**config.mk**
```make
export PLATFORM = sky130hd
export DESIGN_NAME = audio_mixer_dac
export DESIGN_NICKNAME = d
export VERILOG_FILES = /design/src/rtl/audio_mix_pkg.sv /design/src/rtl/audio_dsm_1bit.sv /design/src/rtl/audio_mixer_dac.sv
export SDC_FILE = /design/constraint.sdc
export NUM_CORES = 1
export LEC_CHECK = 0
export BUFFER_PORTS_ARGS = -buffer_cell sky130_fd_sc_hd__buf_2
export CORE_MARGIN = 2
export CORE_UTILIZATION = 50
export DETAILED_ROUTE_END_ITERATION = 8
export PLACE_DENSITY = 0.79
export SYNTH_ARGS = -nofsm -noshare
export SYNTH_HDL_FRONTEND = slang
export SYNTH_HIERARCHICAL = 1
export SYNTH_SLANG_ARGS = --single-unit
```
**constraint.sdc**
```tcl
create_clock -name clk_vga -period 13.5 [get_ports clk_vga]
set_input_delay 2.7 -clock clk_vga [delete_from_list [all_inputs] [get_ports clk_vga]]
set_output_delay 2.7 -clock clk_vga [all_outputs]
set_load 0.1 [all_outputs]
```
**src/rtl/audio_mix_pkg.sv**
```systemverilog
// Shared types and helpers for the stereo mixer / sigma-delta DAC.
// Holds the FSM state encoding, pan codes, the accumulator-width rule and the clamp helper.
package audio_mix_pkg;

    typedef enum logic [1:0] {
        IDLE  = 2'd0,
        ACCUM = 2'd1,
        CLAMP = 2'd2
    } mix_state_t;

    localparam logic [1:0] PAN_BOTH = 2'b00;
    localparam logic [1:0] PAN_L    = 2'b01;
    localparam logic [1:0] PAN_R    = 2'b10;

    localparam int CLAMP_W = 64;

    typedef struct packed {
        logic               clip;
        logic [CLAMP_W-1:0] value;
    } clamp_t;

    // Headroom for a 7-bit gain shift and the sum of num_ch channels, plus a sign guard bit.
    function automatic int acc_width(input int in_w, input int num_ch);
        return in_w + 7 + $clog2(num_ch) + 1;
    endfunction

    // Saturate to a signed out_w range, then flip the sign bit to get offset binary.
    // Only the low out_w bits of the returned value are meaningful.
    function automatic clamp_t clamp_offset(input logic signed [CLAMP_W-1:0] acc, input int out_w);
        clamp_t                    res;
        logic signed [CLAMP_W-1:0] half;
        logic signed [CLAMP_W-1:0] hi;
        logic signed [CLAMP_W-1:0] lo;
        half      = 64'sd1 <<< (out_w - 1);
        hi        = half - 64'sd1;
        lo        = -half;
        res.clip  = 1'b0;
        res.value = acc;
        if (acc > hi) begin
            res.clip  = 1'b1;
            res.value = hi;
        end else if (acc < lo) begin
            res.clip  = 1'b1;
            res.value = lo;
        end
        res.value = res.value ^ half;
        return res;
    endfunction

endpackage

```
**src/rtl/audio_dsm_1bit.sv**
```systemverilog
// Leaky first-order sigma-delta modulator: offset-binary sample in, 1-bit stream out.
module audio_dsm_1bit #(
    parameter int OUT_W      = 16,
    parameter int DSM_W      = 32,
    parameter int LEAK_SHIFT = 7
) (
    input  logic             clk,
    input  logic             reset,
    input  logic [OUT_W-1:0] mix,
    output logic             aud
);

    logic [DSM_W-1:0] acc_reg;
    logic [DSM_W-1:0] acc_next;
    logic             bit_reg;
    logic             bit_next;

    // acc tracks the low-passed output density scaled to 2^DSM_W; the loop drives it toward mix.
    always_comb begin
        bit_next = (acc_reg[DSM_W-1 -: OUT_W] < mix);
        acc_next = acc_reg - (acc_reg >> LEAK_SHIFT)
                 + (DSM_W'(bit_reg) << (DSM_W - LEAK_SHIFT));
    end

    always_ff @(posedge clk or posedge reset) begin
        if (reset) begin
            acc_reg <= '0;
            bit_reg <= 1'b0;
        end else begin
            acc_reg <= acc_next;
            bit_reg <= bit_next;
        end
    end

    assign aud = bit_reg;

endmodule

```
**src/rtl/audio_mixer_dac.sv**
```systemverilog
// Stereo mixer for NUM_CH signed sources with per-channel enable, gain and pan,
// feeding one sigma-delta modulator per side.
module audio_mixer_dac
    import audio_mix_pkg::*;
#(
    parameter int NUM_CH     = 4,
    parameter int IN_W       = 16,
    parameter int OUT_W      = 16,
    parameter int DSM_W      = 32,
    parameter int LEAK_SHIFT = 7
) (
    input  logic                   clk_vga,
    input  logic                   reset_wire,
    input  logic                   sample_stb,
    input  logic [NUM_CH*IN_W-1:0] ch_data,
    input  logic [NUM_CH-1:0]      ch_en,
    input  logic [NUM_CH*3-1:0]    ch_gain,
    input  logic [NUM_CH*2-1:0]    ch_pan,
    input  logic                   clip_clr,
    output logic                   busy,
    output logic                   mix_valid,
    output logic [OUT_W-1:0]       mix_l,
    output logic [OUT_W-1:0]       mix_r,
    output logic                   clip_l,
    output logic                   clip_r,
    output logic                   overrun,
    output logic                   aud_l,
    output logic                   aud_r
);

    localparam int ACC_W = acc_width(IN_W, NUM_CH);
    localparam int IDX_W = (NUM_CH > 1) ? $clog2(NUM_CH) : 1;
    localparam logic [IDX_W-1:0] LAST_IDX = IDX_W'(NUM_CH - 1);
    localparam logic [OUT_W-1:0] SILENCE  = OUT_W'(1) << (OUT_W - 1);

    logic signed [IN_W-1:0] data_in [NUM_CH];
    logic [2:0]             gain_in [NUM_CH];
    logic [1:0]             pan_in  [NUM_CH];

    genvar gi;
    generate
        for (gi = 0; gi < NUM_CH; gi++) begin : g_unpack
            assign data_in[gi] = ch_data[gi*IN_W +: IN_W];
            assign gain_in[gi] = ch_gain[gi*3 +: 3];
            assign pan_in[gi]  = ch_pan[gi*2 +: 2];
        end
    endgenerate

    mix_state_t             state_reg, state_next;
    logic signed [IN_W-1:0] data_snap_reg [NUM_CH];
    logic [2:0]             gain_snap_reg [NUM_CH];
    logic [1:0]             pan_snap_reg  [NUM_CH];
    logic [NUM_CH-1:0]      en_snap_reg;
    logic [IDX_W-1:0]       ch_idx_reg;
    logic signed [ACC_W-1:0] acc_l_reg, acc_r_reg;
    logic                   mix_valid_reg, clip_l_reg, clip_r_reg, overrun_reg;
    logic [OUT_W-1:0]       mix_l_reg, mix_r_reg;
    logic                   load, accum_en, finish;
    logic signed [ACC_W-1:0] term;
    clamp_t                 clamp_l, clamp_r;
    logic                   clamp_unused;

    always_ff @(posedge clk_vga or posedge reset_wire) begin
        if (reset_wire) state_reg <= IDLE;
        else            state_reg <= state_next;
    end

    always_comb begin
        state_next = state_reg;
        load       = 1'b0;
        accum_en   = 1'b0;
        finish     = 1'b0;
        case (state_reg)
            IDLE: begin
                if (sample_stb) begin
                    load       = 1'b1;
                    state_next = ACCUM;
                end
            end
            ACCUM: begin
                accum_en = 1'b1;
                if (ch_idx_reg == LAST_IDX) state_next = CLAMP;
            end
            CLAMP: begin
                finish     = 1'b1;
                state_next = IDLE;
            end
            default: state_next = IDLE;
        endcase
    end

    // Sign-extend before shifting so the gain never drops significant bits.
    assign term    = ACC_W'(data_snap_reg[ch_idx_reg]) <<< gain_snap_reg[ch_idx_reg];
    assign clamp_l = clamp_offset(CLAMP_W'(acc_l_reg), OUT_W);
    assign clamp_r = clamp_offset(CLAMP_W'(acc_r_reg), OUT_W);
    assign clamp_unused = ^{clamp_l.value[CLAMP_W-1:OUT_W], clamp_r.value[CLAMP_W-1:OUT_W]};

    always_ff @(posedge clk_vga or posedge reset_wire) begin
        if (reset_wire) begin
            for (int k = 0; k < NUM_CH; k++) begin
                data_snap_reg[k] <= '0;
                gain_snap_reg[k] <= '0;
                pan_snap_reg[k]  <= PAN_BOTH;
            end
            en_snap_reg   <= '0;
            ch_idx_reg    <= '0;
            acc_l_reg     <= '0;
            acc_r_reg     <= '0;
            mix_valid_reg <= 1'b0;
            mix_l_reg     <= SILENCE;
            mix_r_reg     <= SILENCE;
            clip_l_reg    <= 1'b0;
            clip_r_reg    <= 1'b0;
            overrun_reg   <= 1'b0;
        end else begin
            mix_valid_reg <= finish;
            if (load) begin
                for (int k = 0; k < NUM_CH; k++) begin
                    data_snap_reg[k] <= data_in[k];
                    gain_snap_reg[k] <= gain_in[k];
                    pan_snap_reg[k]  <= pan_in[k];
                end
                en_snap_reg <= ch_en;
                ch_idx_reg  <= '0;
                acc_l_reg   <= '0;
                acc_r_reg   <= '0;
            end
            if (accum_en) begin
                if (ch_idx_reg != LAST_IDX) ch_idx_reg <= ch_idx_reg + 1'b1;
                if (en_snap_reg[ch_idx_reg]) begin
                    if (pan_snap_reg[ch_idx_reg] != PAN_R) acc_l_reg <= acc_l_reg + term;
                    if (pan_snap_reg[ch_idx_reg] != PAN_L) acc_r_reg <= acc_r_reg + term;
                end
            end
            if (finish) begin
                mix_l_reg <= clamp_l.value[OUT_W-1:0];
                mix_r_reg <= clamp_r.value[OUT_W-1:0];
            end
            // Set events take priority over a same-cycle clear.
            if (finish && clamp_l.clip) clip_l_reg <= 1'b1;
            else if (clip_clr)          clip_l_reg <= 1'b0;
            if (finish && clamp_r.clip) clip_r_reg <= 1'b1;
            else if (clip_clr)          clip_r_reg <= 1'b0;
            if (sample_stb && state_reg != IDLE) overrun_reg <= 1'b1;
            else if (clip_clr)                   overrun_reg <= 1'b0;
        end
    end

    assign busy      = (state_reg != IDLE);
    assign mix_valid = mix_valid_reg;
    assign mix_l     = mix_l_reg;
    assign mix_r     = mix_r_reg;
    assign clip_l    = clip_l_reg;
    assign clip_r    = clip_r_reg;
    assign overrun   = overrun_reg;

    audio_dsm_1bit #(.OUT_W(OUT_W), .DSM_W(DSM_W), .LEAK_SHIFT(LEAK_SHIFT)) u_dsm_l (
        .clk   (clk_vga),
        .reset (reset_wire),
        .mix   (mix_l_reg),
        .aud   (aud_l)
    );

    audio_dsm_1bit #(.OUT_W(OUT_W), .DSM_W(DSM_W), .LEAK_SHIFT(LEAK_SHIFT)) u_dsm_r (
        .clk   (clk_vga),
        .reset (reset_wire),
        .mix   (mix_r_reg),
        .aud   (aud_r)
    );

endmodule

```
Word-level counts from Yosys, hierarchy flattened
Cells that the tools add are included.
{"block": "totals", "word_cells": 100, "ff_bits": 246}
{"block": "op_classes", "addsub": 7, "n_shift": 1, "n_reduce_logical": 9, "order_cmp": 8, "muxes": 37, "eq_ne": 8, "bitwise_logic": 3}
{"operator": "$mux W65", "count": 4}
{"operator": "$mux W26", "count": 8}
{"operator": "$add A32 B26 Y32", "count": 2}
{"operator": "$sub A32 B25 Y32", "count": 2}
{"operator": "$add A26 B26 Y26", "count": 2}
{"operator": "$gt A26 B16 Y1 const B", "count": 2}
{"operator": "$lt A26 B16 Y1 const B", "count": 2}
{"operator": "$bmux W16 S2", "count": 1}
{"operator": "$lt A16 B16 Y1", "count": 2}
{"operator": "$mux W16", "count": 2}
{"operator": "$sshl A16 B3 Y26", "count": 1}
{"operator": "$mux W2", "count": 7}
{"operator": "$mux W1", "count": 9}
{"operator": "$ne A2 B2 Y1 const B", "count": 4}
{"operator": "$reduce_bool A2 Y1", "count": 4}
{"operator": "$bmux W3 S2", "count": 1}
{"operator": "$mux W3", "count": 2}
{"operator": "$bmux W2 S2", "count": 1}
{"operator": "$eq A2 B2 Y1 const B", "count": 2}
{"operator": "$pmux W2 S2", "count": 1}
{"operator": "$ge A3 B3 Y1 const B", "count": 1}
{"operator": "$logic_and A1 B1 Y1", "count": 3}
{"operator": "$lt A2 B3 Y1 const B", "count": 1}
{"operator": "$not A2 Y3", "count": 1}
{"operator": "other kinds (7)", "count": 8}

Logic depth before layout (Yosys ltp)
{"block": "logic_depth", "ltp_word": 9, "depth_mapped": 21, "mapped_depth_nobuf": 17}

Hierarchy
The synthesis kept the hierarchy.
{"module": "audio_mixer_dac", "area_each_um2": 10779.1, "seq_area_each_um2": 4506.8, "cells_per_inst": 1062, "instances": 1}
{"module": "audio_dsm_1bit (u_dsm_l)", "area_each_um2": 3344.5, "seq_area_each_um2": 825.8, "cells_per_inst": 377, "instances": 1}
{"module": "audio_dsm_1bit (u_dsm_r)", "area_each_um2": 3278.1, "seq_area_each_um2": 825.8, "cells_per_inst": 369, "instances": 1}

Worst setup path before layout
OpenSTA, ideal clock, no wires.
{"block": "synth_timing", "path_type": "reg-to-reg", "start": "register ch_idx_reg[0]", "end": "register acc_l_reg[23]", "t_arrival_ns": 4.538, "required_time_ns": 13.413, "n_path_buf": 3, "setup_slack_ns": 8.875, "path_stages_with_launch": 21, "path_cell_list": "dfrtp_1 -> buf_6 -> buf_1 -> clkbuf_1 -> mux4_2 -> mux2i_1 -> mux2i_1 -> nand2_1 -> o21ai_0 -> ha_1 -> a21o_1 -> a21oi_1 -> o21bai_1 -> a21o_1 -> a21oi_1 -> o31ai_1 -> a41oi_2 -> o21ai_1 -> a21o_1 -> a211o_1 -> o211ai_1"}
{"block": "synth_via", "elab_chain_cells": 9, "elab_cells_between_ends": 18, "classes_between": "add/sub (1); eq/ne (1); shift (1); mux (14); bitwise (1)"}
{"element": "start: declaration", "line_no": "audio_mixer_dac.sv:54", "rtl": "logic [IDX_W-1:0] ch_idx_reg;"}
{"element": "start signal: assignment", "line_no": "audio_mixer_dac.sv:129", "rtl": "if (ch_idx_reg != LAST_IDX) ch_idx_reg <= ch_idx_reg + 1'b1;"}
{"element": "$not A2 Y3 (implied by the code)", "line_no": "audio_mixer_dac.sv:93, audio_mixer_dac.sv:131"}
{"element": "$bmux W16 S2 / $bmux W3 S2 (equally long branches)", "line_no": "audio_mixer_dac.sv:93", "rtl": "assign term = ACC_W'(data_snap_reg[ch_idx_reg]) <<< gain_snap_reg[ch_idx_reg];"}
{"element": "$mux W16 (implied by the code) / $mux W3 (equally long branches) (2 in a row)", "line_no": "audio_mixer_dac.sv:93"}
{"element": "$sshl A16 B3 Y26", "line_no": "audio_mixer_dac.sv:93"}
{"element": "$add A26 B26 Y26", "line_no": "audio_mixer_dac.sv:131", "rtl": "if (pan_snap_reg[ch_idx_reg] != PAN_R) acc_l_reg <= acc_l_reg + term;"}
{"element": "$mux W26", "line_no": "audio_mixer_dac.sv:131"}
{"element": "$mux W26 (*)", "line_no": "audio_mixer_dac.sv:130", "rtl": "if (en_snap_reg[ch_idx_reg]) begin"}
{"element": "$mux W26 (*)", "line_no": "audio_mixer_dac.sv:128", "rtl": "if (accum_en) begin"}
{"element": "end signal: assignment", "line_no": "audio_mixer_dac.sv:131"}
{"element": "end: declaration", "line_no": "audio_mixer_dac.sv:55", "rtl": "logic signed [ACC_W-1:0] acc_l_reg, acc_r_reg;"}
Mark *: on every way between the ends. The rest lies on a longest branch, timed or not. The select of a mux whose other input is x is not followed.
A chain may end at the register's enable or synchronous reset.

Worst setup path after layout
{"block": "layout_timing", "start": "register ch_idx_reg[1]", "end": "register acc_l_reg[23]"}
Same word-level chain as after synthesis.

==> results.sh <==
export IMPL_synth_ff_type="dfrtp_1"
export IMPL_clkSlewWorstSetupHoldPaths_ns=0.06
export IMPL_tightest_slew_ns=1.14
export IMPL_cts_root_buf="clkbuf_16"
export IMPL_setup_viol=0
export IMPL_drc=0
export IMPL_dieArea_um2=36300
export IMPL_yosys_warnings=6
export IMPL_worstSetupPathType="reg2reg"
export IMPL_hpwl_um=30800
export IMPL_ant_nets=0
export IMPL_cts_buffer_depth=3
export IMPL_rows=68
export IMPL_required_ns=13.98
export IMPL_fin_crit_ns=5.32
export IMPL_yosysTopAreaCellShare_pct=35.1
export IMPL_hp_class="reg2reg"
export IMPL_cp_arrival_ns=5.79
export IMPL_yosysSeqAreaShare_pct=35.4
export IMPL_grt_antenna_before_repair=1
export IMPL_drive_above_1_share_pct=18.1
export IMPL_path_max_fanout=28
export IMPL_largest_reg_flops=64
export IMPL_synth_top_family_by_area="compound AO/OA/AOI/OAI gates"
export IMPL_fin_nets=2182
export IMPL_drt_total_wl_um=40700
export IMPL_syn2layout_area_growth_pct=11.4
export IMPL_numCtsBuffers=27
export IMPL_design_area_um2=19400
export IMPL_coreArea_um2=34400
export IMPL_final_hold_viol_count=0
export IMPL_synth_compound_area_share_pct=19.3
export IMPL_fin_tns_setup_ns=0
export IMPL_status="finished clean"
export IMPL_viasPerCell=5.84
export IMPL_yosys_area_share_adder_pct=13.8
export IMPL_path_cells="mux4_2 -> mux2_2 -> mux2i_4 -> o21ai_0 -> ha_1 -> a21o_1 -> a21oi_1 -> o21bai_1 -> a21o_1 -> a21oi_1 -> o31ai_1 -> a41oi_2 -> o21ai_1 -> a21o_1 -> a211o_1 -> o211ai_1"
export IMPL_grt_overflow=0
export IMPL_drv_slew=0
export IMPL_fin_worst_skew_ns=0.0336
export IMPL_final_common_cell="dfrtp_1"
export IMPL_cp_slowest_cell="dfrtp_1"
export IMPL_port_buffers=130
export IMPL_whs_ns=0.502
export IMPL_clock_latency_ns=0.57
export IMPL_synth_cell_area_um2=17400
export IMPL_cts_htree_levels=1
export IMPL_place_gp_congestion=0.942
export IMPL_synth_edf_count=0
export IMPL_maxCapViolCount=0
export IMPL_fmax_mhz=188
export IMPL_syn_nets=2091
export IMPL_cts_setup_buffers=0
export IMPL_post_cts_resized=0
export IMPL_final_cell_mix="dfrtp_1, ha_1, inv_1, o21ai_0, buf_2"
export IMPL_synth_simple_area_share_pct=11.2
export IMPL_n_fill_cell=2982
export IMPL_fp_dieH_um=191
export IMPL_routedWlPerCell_um=17.1
export IMPL_vias=13872
export IMPL_grt_pass1_vias=13554
export IMPL_rsz0062_at_grt="no"
export IMPL_grt_first_pass_wirelength_um=67300
export IMPL_synthDistinctLibCells=91
export IMPL_boundaryPins=131
export IMPL_cts_sink_count=246
export IMPL_path_common_cell="a21o_1"
export IMPL_synthArstFlopShare_pct=100
export IMPL_cts_hold_buf=0
export IMPL_initial_core_util_pct=50.6
export IMPL_first_pass_iters=5
export IMPL_final_core_util_pct=56.4
export IMPL_cpPeakStageDelay_ns=1.10
export IMPL_synth_avg_cell_area_um2=9.62
export IMPL_synth_xor_area_share_pct=4.78
export IMPL_synth_top_cell_by_area="dfrtp_1"
export IMPL_min_period_over_period_pct=39.4
export IMPL_first_iter_violations=953
export IMPL_worst_setup_path_start_kind="register"
export IMPL_grt_max_degree=89
export IMPL_ys_seq_elements=246
export IMPL_synthMuxAreaShare_pct=10.7
export IMPL_grt_usage_pct=22.4
export IMPL_critPathCaptureType="register"
export IMPL_synthCells=1808
export IMPL_fp_dieW_um=191
export IMPL_cts_tree="built"
export IMPL_dpl_cell_area_um2=18400
export IMPL_synth_area_leaders="dfrtp_1, ha_1, mux2_2"
export IMPL_relSlewSlack_pct=23.7
final timing paths:
kind,from,to,slack [ns],cells past startpoint
min in group asynchronous,reset_wire,acc_r_reg[15],2.16,2
setup / recovery,ch_idx_reg[1],acc_l_reg[23],8.18,16
setup reg to reg,ch_idx_reg[1],acc_l_reg[23],8.18,16
hold reg to reg,data_snap_reg[15],data_snap_reg[15],0.50,1
hold / removal,data_snap_reg[15],data_snap_reg[15],0.50,1
max in group asynchronous,reset_wire,data_snap_reg[3],10.07,3
Yosys cell counts (all sizes together), types with 11 or more instances:
cell / count
a21o: 67
a21oi: 113
a31oi: 24
and2: 11
and3: 16
buf: 13
clkbuf: 68
dfrtp: 244
ha: 189
inv: 137
mux2: 94
mux2i: 28
mux4: 23
nand2: 124
nand2b: 16
nand3: 69
nand4: 17
nor2: 70
nor2b: 14
nor3: 18
o21a: 12
o21ai: 179
o21bai: 27
o31ai: 18
xnor2: 58
xor2: 37
per-layer routing:
metal,track usage [%],part of all wire (%)
met1,30.1,45
met2,36.9,46
met3,4.20,6.5
met4,6.86,3.0
met5,0,0
cell families (layout without fill, tap and decap cells):
kind of cell / count (synthesis) / after routing
AO/OA/AOI/OAI: 519 / 519
AND/OR/NAND/NOR: 394 / 394
flip-flops: 246 / 246
buffers and inverters: 218 / 329
adder cells (fa/ha/maj): 191 / 191
multiplexers: 145 / 145
XOR/XNOR: 95 / 95
other: 0 / 1
critical path: cells and delay by family (launching register included):
kind	cells	cell delay [ns]
AOI/OAI and AO/OA	12	2.17
DFF	1	1.10
adders and majority gates	1	0.39
muxes	3	1.55
metrics by stage:
step / setup slack (ns) / std cells
final: 8.18 / 2375
after floorplan: 5.92 / 1808
after global routing: 7.82 / 2374
after detailed placement: 8.23 / 2324
after global placement: 8.35 / 2324
after CTS: 8.23 / 2373
cell type report:
cell class | instances | area (um2) | area share [%]
repair buffers | 143 | 748 | 3.86
flip-flops and latches | 246 | 6160 | 31.8
clock buffers | 35 | 756 | 3.90
multi-input cells | 1344 | 10400 | 53.9
clock inverters | 14 | 188 | 0.968
diodes | 1 | 2.50 | 0.0129
inverters | 137 | 519 | 2.68
well taps | 455 | 569 | 2.94
Power is left out: the tool's default activity adds up to more than one toggle a clock period on the data nets, which glitch-free logic cannot reach.
